**src/rtl/alu_sequencer.sv**
```systemverilog
// alu_sequencer: command front-end for the accumulator ALU.
// Buffers op/operand commands in a small FIFO, issues them to the ALU one at a
// time, holds the ALU between ops and returns the resulting accumulator and
// flags on a valid/ready response channel. Issues a CLEAR after every reset
// because the ALU itself has no reset.
module alu_sequencer #(
  parameter int WIDTH = 8,
  parameter int DEPTH = 4
) (
  input  logic             clk,
  input  logic             rst,
  input  logic             cmd_valid,
  output logic             cmd_ready,
  input  logic [2:0]       cmd_op,
  input  logic [WIDTH-1:0] cmd_data,
  output logic             rsp_valid,
  input  logic             rsp_ready,
  output logic [WIDTH-1:0] rsp_acc,
  output logic [3:0]       rsp_flags,
  output logic [2:0]       alu_control,
  output logic [WIDTH-1:0] alu_in,
  input  logic [WIDTH-1:0] alu_acc,
  input  logic [3:0]       alu_flags,
  output logic             busy
);

  localparam int PW = $clog2(DEPTH);
  localparam logic [PW:0] FULL_COUNT = (PW + 1)'(DEPTH);

  localparam logic [2:0] OP_HOLD  = 3'd0;
  localparam logic [2:0] OP_CLEAR = 3'd1;

  typedef enum logic [2:0] {
    INIT = 3'd0,
    IDLE = 3'd1,
    EXEC = 3'd2,
    CAPT = 3'd3,
    RESP = 3'd4
  } state_t;

  state_t state;

  // Command FIFO: entries hold {op, data}; count is kept apart from the pointers
  logic [WIDTH+2:0] mem [DEPTH];
  logic [PW-1:0]    wr_ptr;
  logic [PW-1:0]    rd_ptr;
  logic [PW:0]      count;
  logic             fifo_empty;
  logic             push;
  logic             pop;
  logic [WIDTH+2:0] head;
  logic [2:0]       head_op;
  logic [WIDTH-1:0] head_data;

  // Full is judged on the registered count only, so a pop never frees a slot
  // for a push in the same cycle.
  assign fifo_empty = (count == {(PW + 1){1'b0}});
  assign cmd_ready  = (count != FULL_COUNT);
  assign push       = cmd_valid && cmd_ready;
  assign head       = mem[rd_ptr];
  assign head_op    = head[WIDTH+2:WIDTH];
  assign head_data  = head[WIDTH-1:0];
  assign busy       = (state != IDLE) || !fifo_empty;

  // Pop the head only when the sequencer is free to issue the next op
  always_comb begin
    pop = 1'b0;
    if (state == IDLE) begin
      pop = !fifo_empty;
    end else if (state == RESP) begin
      pop = rsp_ready && !fifo_empty;
    end else begin
      pop = 1'b0;
    end
  end

  // FIFO storage write; contents are made invalid by the count, not cleared
  always_ff @(posedge clk) begin
    if (push) begin
      mem[wr_ptr] <= {cmd_op, cmd_data};
    end
  end

  // FIFO pointers and occupancy count
  always_ff @(posedge clk or posedge rst) begin
    if (rst) begin
      wr_ptr <= {PW{1'b0}};
      rd_ptr <= {PW{1'b0}};
      count  <= {(PW + 1){1'b0}};
    end else begin
      if (push) begin
        wr_ptr <= wr_ptr + 1'b1;
      end
      if (pop) begin
        rd_ptr <= rd_ptr + 1'b1;
      end
      case ({push, pop})
        2'b10:   count <= count + 1'b1;
        2'b01:   count <= count - 1'b1;
        default: count <= count;
      endcase
    end
  end

  // Sequencer FSM: clear, issue, execute, capture, respond
  always_ff @(posedge clk or posedge rst) begin
    if (rst) begin
      state       <= INIT;
      alu_control <= OP_HOLD;
      alu_in      <= {WIDTH{1'b0}};
      rsp_valid   <= 1'b0;
      rsp_acc     <= {WIDTH{1'b0}};
      rsp_flags   <= 4'd0;
    end else begin
      case (state)
        INIT: begin
          alu_control <= OP_CLEAR;
          state       <= IDLE;
        end
        IDLE: begin
          if (pop) begin
            alu_control <= head_op;
            alu_in      <= head_data;
            state       <= EXEC;
          end else begin
            alu_control <= OP_HOLD;
          end
        end
        EXEC: begin
          alu_control <= OP_HOLD;
          state       <= CAPT;
        end
        CAPT: begin
          rsp_acc   <= alu_acc;
          rsp_flags <= alu_flags;
          rsp_valid <= 1'b1;
          state     <= RESP;
        end
        RESP: begin
          if (rsp_ready) begin
            rsp_valid <= 1'b0;
            if (pop) begin
              alu_control <= head_op;
              alu_in      <= head_data;
              state       <= EXEC;
            end else begin
              state <= IDLE;
            end
          end
        end
        default: begin
          alu_control <= OP_HOLD;
          rsp_valid   <= 1'b0;
          state       <= INIT;
        end
      endcase
    end
  end

endmodule

```
**config.mk**
```make
export PLATFORM = sky130hd
export DESIGN_NAME = alu_sequencer
export DESIGN_NICKNAME = d
export VERILOG_FILES = /design/src/rtl/alu_sequencer.sv
export SDC_FILE = /design/constraint.sdc
export NUM_CORES = 1
export LEC_CHECK = 0
export ABC_AREA = 0
export BUFFER_PORTS_ARGS = -buffer_cell sky130_fd_sc_hd__buf_4
export CORE_ASPECT_RATIO = 1.2
export CORE_MARGIN = 4
export CORE_UTILIZATION = 50
export CTS_CLUSTER_SIZE = 12
export DETAILED_ROUTE_END_ITERATION = 6
export PLACE_DENSITY_LB_ADDON = 0.2
export REMOVE_ABC_BUFFERS = 1
export SKIP_LAST_GASP = 1
export SLEW_MARGIN = 20
export SYNTH_ARGS = -nofsm -noshare
export SYNTH_HDL_FRONTEND = slang
export SYNTH_SLANG_ARGS = --single-unit
```
**constraint.sdc**
```tcl
create_clock -name clk -period 2.78 [get_ports clk]
set_clock_uncertainty 0.05 [all_clocks]
set_input_delay 0.556 -clock clk [delete_from_list [all_inputs] [get_ports clk]]
set_output_delay 0.556 -clock clk [all_outputs]
set_load 0.1 [all_outputs]
```
==> results of run 1 <==
-- per-stage QoR --
stage | utilization, % | hold WS, ps
detailed placement | 59.61 | 422.9
global route | 63.14 | 215.2
CTS | 63.14 | 194.7
floorplan | - | 448.0
finish | 63.14 | 188.5
global placement | 59.61 | 413.3
-- metal layers --
layer	vias up	wire, microns	track usage [%]
met4	0	123	8.451
met1	829	2172	19.01
met5	-	0	0
li1	786	-	-
met3	10	392	4.442
met2	56	2645	26.66
-- kinds of logic after synthesis --
family	synth area share, %
AND/OR/NAND/NOR	4.317
buffers and inverters	2.376
multiplexers	16.24
XOR/XNOR	1.901
flip-flops	68.75
AO/OA/AOI/OAI	3.802
adder cells (fa/ha/maj)	2.614
-- cell type report --
class	instances	area, sq um
Clock inverter	4	70.07
Inverter	8	30.03
Fill cell	448	2245
Multi-Input combinational cell	85	912.1
Sequential cell	78	2172
Clock buffer	12	145.1
Tap cell	82	102.6
Timing Repair Buffer	55	412.9
-- worst paths after layout --
check / startpoint / to / slack (ps) / depth (start not counted)
min in group clk: cmd_data[0] / mem[2][0] / 360 / 1
hold reg to reg: rsp_valid / rsp_valid / 440 / 2
max in group asynchronous: rst / wr_ptr[1] / 1820 / 3
setup / recovery: count[2] / busy / 510 / 3
setup reg to reg: state[2] / count[2] / 620 / 8
hold / removal: rst / rsp_flags[3] / 190 / 2
-- synth_stat cells --
cell type / n
nand3_1: 3
a211oi_4: 1
nor2_1: 3
nand2_2: 1
fa_1: 1
nor3_2: 1
dfrtp_1: 34
a22o_1: 2
o31a_1: 1
buf_4: 1
o31ai_1: 2
buf_2: 3
inv_1: 8
o21ai_0: 6
nand3b_4: 1
nand2b_1: 1
a21oi_1: 2
xnor2_1: 2
mux2_4: 5
edfxtp_1: 44
a31oi_1: 1
mux4_2: 11
nand2_1: 6
ha_1: 5
buf_6: 2
xnor2_2: 1
xor2_1: 3
o22ai_1: 2
nor4_1: 1
mux2i_1: 1
mux2_2: 16
nor2b_2: 1
nor3_1: 1
and3_1: 4
-- worst max-delay path, cell delays in order, from the launching register on --
cell	delay, ps
dfrtp_1	460
nor4_1	520
nand2_1	100
buf_4	250
-- flip-flops by register name (all words and copies together) (netlist names) --
| register | cells |
|---|---|
| rsp_valid | 1 |
| rsp_flags | 4 |
| state | 3 |
| mem | 44 |
| rsp_acc | 8 |
| rd_ptr | 2 |
| alu_control | 3 |
| alu_in | 8 |
| wr_ptr | 2 |
| count | 3 |
==> results.toml, run 1 <==
[status]
status = "finished, final reports clean"

[routing]
antenna_left = 0
vias_per_cell = 5.188
firstDrtPassIters = 4
routedWlPerCell_microns = 16.46
dr_total_vias = 1681
drc = 0
drt_iter0_markers = 78
wl_mm = 5.333

[timing]
hold_violations = 0
setup_violations = 0
fin_ws_ps = 506.0
worst_slew_pin_slew_ps = 586.5
finalCritPeriodShare_pct = 81.80
fmax_mhz = 439.8
period_minus_slack_ps = 2274
slew_viol_final = 0
maxSlewHeadroom_pct = 60.90
rsz0062_at_grt = "false"
setup_tns_ps = 0

[place]
globalplace.congestion = 0.8341
io_buffers = 52
place_ws_ps = 552.1
placed_area_sq_um = 3630
dp.final_hpwl_mm = 3.601
place_inst = 308

[global_route]
antenna_found_initial = 0
grt.overflow.total = 0
grt_pass1_wl_mm = 8.797
grt_pass1_vias = 1774
grt_max_degree = 22
grt_usage_pct = 16.05

[clocking]
cts_buffers = 9
cts.path.max_buffers = 2
path_clk_slew_ps = 80
cts.sinks = 78
ctsHoldBuffers = 0
clockRootBuffer = "clkbuf_8"
cts_tree = "yes"
post_cts_resized = 0
postCtsSetupBuffers = 0
h-tree-depth = 3
clock_latency_ps = 340

[floorplan]
die_w_microns = 80.57
start_util_pct = 51.88
rows = 31
core_area_sq_um = 6090
die_h_microns = 95.08
die_area_sq_um = 7660
io_pins = 53

[critical_path]
cp-start-kind = "register"
path_class = "register to primary output"
cp-end-kind = "primary output"
cp.required_ps = 2170
worstPathArrival_ps = 1670
crit_fanout = 6

[synth]
synth_cell_types = 34
yosys.area.top_type = "edfxtp_1"
ys_ff_latch = 78
synthCells = 177
synthTopCellsByArea = "edfxtp_1 (42%), dfrtp_1 (27%), mux4_2 (7.8%), mux2_2 (5.7%), mux2_4 (2.4%)"
netlist_area_sq_um = 3159
yosys_warnings = 0
synth_top_area_share_pct = 41.82
syn_area_per_cell_sq_um = 17.85
ys_seq_area_share_pct = 68.75

[final_layout]
n_antenna_cell = 0
fin_area_sq_um = 3845
fin_cells = 324
final_cell_mix = "buf_4 (55), edfxtp_1 (44), dfrtp_1 (34)"
drive_above_1_share_pct = 44.21
final_common_cell = "buf_4"
nets = 270
area_growth_pct = 21.70

[min_path]
hp-class = "input pin to asynchronous set/reset pin"

[flow_run]
cap_violations = 0
Power of run 1 is left out: the tool's default activity adds up to more than one toggle a clock period on the data nets, which glitch-free logic cannot reach.
==> run 2, diff against run 1 <==
==> constraint.sdc (replaced) <==
create_clock -name clk -period 2.22 [get_ports clk]
set_clock_uncertainty 0.05 [all_clocks]
set_input_delay 0.444 -clock clk [delete_from_list [all_inputs] [get_ports clk]]
set_output_delay 0.444 -clock clk [all_outputs]
set_load 0.1 [all_outputs]
==> results.toml, run 2 (same netlist as run 1, synthesis figures left out) <==
[final_layout]
final_cell_mix = "buf_4 (64), edfxtp_1 (44), dfrtp_1 (34)"
n_antenna_cell = 0
final_common_cell = "buf_4"
fillerInstances = 449
top_regs = "mem x44, alu_in x8, rsp_acc x8"
regArea_sq_um = 2172
nets = 280
drive_above_1_share_pct = 47.62
area_growth_pct = 24.75
largest_register_ff_count = 44
top_register = "mem"
multi_input_area_sq_um = 920.9
final_util_pct = 64.72

[clocking]
cts_tree = "yes"
cts.sinks = 78
clockRootBuffer = "clkbuf_8"
path_clk_slew_ps = 90
clock_latency_ps = 340
cts_buffers = 9
ctsHoldBuffers = 0
cts.path.max_buffers = 2
h-tree-depth = 3

[critical_path]
worstPathCellList = "inv_1 > nand3_1 > nand2_2 > ha_1 > inv_1 > fa_1 > xor2_1 > nor2_1 > xor2_1"
crit_fanout = 6
path_class = "register to register"
worst_path_max_delay_cell = "dfrtp_1"
worstPathArrival_ps = 2310
cp.required_ps = 2440
cp-end-kind = "register"
critPathMaxStageDelay_ps = 460
cp-start-kind = "register"

[timing]
maxSlewHeadroom_pct = 62.10
finalCritPeriodShare_pct = 93.98
setup_violations = 0
worst_slew_pin_slew_ps = 568.6
rsz0062_at_grt = "true"
period_minus_slack_ps = 2086
hold_violations = 0
fmax_mhz = 479.3
slew_viol_final = 0

[routing]
dr_total_vias = 1737
wl_mm = 5.277
antenna_left = 0
routedWlPerCell_microns = 15.80
firstDrtPassIters = 4
drc = 0
vias_per_cell = 5.201
drt_iter0_markers = 74

[floorplan]
start_util_pct = 51.88
die_area_sq_um = 7660
die_h_microns = 95.08
io_pins = 53
die_w_microns = 80.57
rows = 31
core_area_sq_um = 6090

[global_route]
antenna_found_initial = 0
met2_usage_pct = 24.65
grt.overflow.total = 0
grt.met3_usage_pct = 5.671
met1_usage_pct = 18.89
grt_busiest_layer = "met2"
grt_pass1_vias = 1754
grt_pass1_wl_mm = 8.625
grt_max_degree = 24
grt_usage_pct = 15.31

[place]
io_buffers = 52
dp.final_hpwl_mm = 3.796
globalplace.congestion = 0.8112

[min_path]
hp-class = "input pin to asynchronous set/reset pin"

[status]
status = "finished, final reports clean"

[flow_run]
cap_violations = 0
## run 2: cell types whose count changed in the layout (fill, tap and decap cells not counted), moves of 2 or more
| cell | previous run | this run |
|---|---|---|
| clkinv_2 | 2 | 0 |
| clkbuf_1 | 2 | 0 |
| buf_4 | 55 | 64 |
| clkinvlp_4 | 0 | 2 |
## run 2: final cells by class
class                   instances  share of cell area, %
inverters                       8                 0.7619
flip-flops and latches         78                  55.11
clock buffers                  10                  3.778
clock inverters                 6                  1.683
well taps                      82                  2.603
multi-input cells              85                  23.37
repair buffers                 65                  12.70
## run 2: per-layer routing
metal,up-vias,wire (microns)
met1,865,2112
met2,59,2680
met4,0,65
met5,-,0
li1,806,-
met3,7,418
## run 2: worst max-delay path, delay by kind of cell, from the launching register on
kind / cells / cell delay (ps)
adder cells (fa/ha/maj): 2 / 560
flip-flops: 1 / 460
AND/OR/NAND/NOR: 3 / 460
XOR/XNOR: 2 / 300
buffers and inverters: 2 / 190
## run 2: metrics by stage
stage / setup WS, ps / std cells / setup TNS (ps) / hold slack, ps / instance area (sq um)
2_1_floorplan: -694.6 / 171 / -7665 / 448.0 / 3114
3_3_place_gp: 135.7 / 318 / 0 / 420.4 / 3717
3_5_place_dp: 92.73 / 318 / 0 / 422.6 / 3717
4_1_cts: 37.57 / 334 / 0 / 97.64 / 3933
5_1_grt: -101.5 / 334 / -101.5 / 122.8 / 3941
6_report: 133.6 / 334 / 0 / 103.1 / 3941
## run 2: path summary, 6_finish.rpt
path                             startpoint  depth (start not counted)  slack (ps)        end
worst max register to register     count[0]                          9         130   count[2]
worst min register to register    rsp_valid                          2         430  rsp_valid
min in group clk                cmd_data[1]                          1         250  mem[3][1]
worst min-delay path                    rst                          2         100  alu_in[3]
worst max-delay path               count[0]                          9         130   count[2]
max in group asynchronous               rst                          3        1480  wr_ptr[1]
## run 2: repair_timing
action                                  4_1_cts  5_1_grt
endpoints found under the hold margin         0        0
endpoints found under the setup margin        0        2
buffers inserted                              0        0
gates resized for setup                       0        2
Power of run 2 is left out for the same reason.
==> run 3, diff against run 2 <==
--- a/config.mk
+++ b/config.mk
@@ -8,7 +8,7 @@
 export ABC_AREA = 0
 export BUFFER_PORTS_ARGS = -buffer_cell sky130_fd_sc_hd__buf_4
 export CORE_ASPECT_RATIO = 1.2
-export CORE_MARGIN = 4
+export CORE_MARGIN = 8
 export CORE_UTILIZATION = 50
 export CTS_CLUSTER_SIZE = 12
 export DETAILED_ROUTE_END_ITERATION = 6
==> results.toml, run 3 (same netlist as run 1, synthesis figures left out) <==
[place]
globalplace.congestion = 0.7915
place_inst = 314
io_buffers = 52
dp.final_hpwl_mm = 3.866

[critical_path]
cp_common_cell = "xor2_1"
cp-start-kind = "register"
cp.required_ps = 2440
worstPathArrival_ps = 2300
cpLargestDelayFamily = "adder cells"
worst_path_max_delay_cell = "dfrtp_1"
cp-end-kind = "register"
crit_buf_inv = 1
critPathMaxStageDelay_ps = 430
path_class = "register to register"
timing.rr.start = "state[0]"
worstPathCellList = "nand3b_4 > a211oi_4 > ha_2 > inv_1 > fa_1 > xor2_1 > nor2_1 > xor2_1"
crit_fanout = 5
crit_start = "state[0]"

[global_route]
antenna_found_initial = 0
grt_pass1_vias = 1877
grt_pass1_wl_mm = 9.128
grt_max_degree = 35
grt.overflow.total = 0
grt_usage_pct = 13.70

[routing]
drt_iter0_markers = 67
dr_total_vias = 1728
firstDrtPassIters = 4
antenna_left = 0
drc = 0
wl_mm = 5.725
routedWlPerCell_microns = 17.30
vias_per_cell = 5.221

[timing]
hold_violations = 0
slew_viol_final = 0
period_minus_slack_ps = 2087
finalCritPeriodShare_pct = 94.02
rsz0062_at_grt = "false"
setup_violations = 0
setup_tns_ps = 0
maxSlewHeadroom_pct = 57.50
fmax_mhz = 479.1
worst_slew_pin_slew_ps = 637.4

[status]
status = "finished, final reports clean"

[clocking]
path_clk_slew_ps = 80
clock_latency_ps = 340
cts_tree = "yes"
cts_buffers = 9
clockRootBuffer = "clkbuf_8"
h-tree-depth = 3
cts.path.max_buffers = 2
cts.sinks = 78
ctsHoldBuffers = 0

[final_layout]
final_cell_mix = "buf_4 (62), edfxtp_1 (44), dfrtp_1 (32)"
top_regs = "mem x44, alu_in x8, rsp_acc x8"
n_antenna_cell = 0
top_register = "mem"
drive_above_1_share_pct = 48.59
final_common_cell = "buf_4"
fin_cells = 331
nets = 277
fillerInstances = 435
final_util_pct = 64.66
largest_register_ff_count = 44
area_growth_pct = 24.63

[floorplan]
start_util_pct = 51.88
io_pins = 53
die_area_sq_um = 9129
die_h_microns = 103.1
rows = 31
die_w_microns = 88.57
core_area_sq_um = 6090

[flow_run]
cap_violations = 0

[min_path]
hp-class = "input pin to asynchronous set/reset pin"
==> run 3: cell count changes in the layout (fill, tap and decap cells not counted), sizes merged <==
cell | previous run | this run
buf | 65 | 62
bufinv | 1 | 3
clkinv | 2 | 4
clkinvlp | 2 | 0
clkbuf | 10 | 9
inv | 9 | 8
==> run 3: worst register-to-register path, cell delays in order (launching register included) <==
cell and delay, ps:
dfrtp_1 430, nand3b_4 180, a211oi_4 280, ha_2 230, inv_1 50, fa_1 380
xor2_1 160, nor2_1 110, xor2_1 150
==> run 3: path summary, 6_finish.rpt <==
check	end	slack (ps)	cells after the start
setup / recovery	count[2]	130	8
hold / removal	rsp_flags[0]	170	3
setup reg to reg	count[2]	130	8
hold reg to reg	rsp_valid	450	2
max in group asynchronous	count[0]	1620	3
min in group clk	mem[3][1]	250	1
==> run 3: layout make-up <==
type / count / area, sq um / area share, %
clock inverter: 7 / 112.6 / 2.860
timing repair buffer: 62 / 465.4 / 11.82
clock buffer: 9 / 123.9 / 3.146
tap: 82 / 102.6 / 2.606
inverter: 8 / 30.03 / 0.7626
sequential: 78 / 2175 / 55.23
multi-input combinational: 85 / 928.4 / 23.58
==> run 3: stage by stage <==
stage | area (sq um) | hold slack [ps] | setup slack, ps
after floorplan | 3114 | 448.0 | -694.6
after global placement | 3675 | 413.0 | 136.2
after detailed placement | 3675 | 428.4 | 72.77
after CTS | 3911 | 173.1 | 46.70
after global routing | 3938 | 199.7 | 22.67
final | 3938 | 166.3 | 132.8
==> run 3: metal layers <==
| layer | vias to the layer above | GRT usage (%) | wire length, microns |
|---|---|---|---|
| li1 | 800 | - | - |
| met1 | 865 | 15.52 | 2309 |
| met2 | 61 | 22.86 | 2886 |
| met3 | 2 | 4.306 | 484 |
| met4 | 0 | 6.649 | 44 |
| met5 | - | 0 | 0 |
==> run 3: timing repair <==
action	4_1_cts	5_1_grt
resized for setup	0	6
endpoints found under the setup margin	0	2
setup buffers	0	1
Power of run 3 is left out for the same reason.
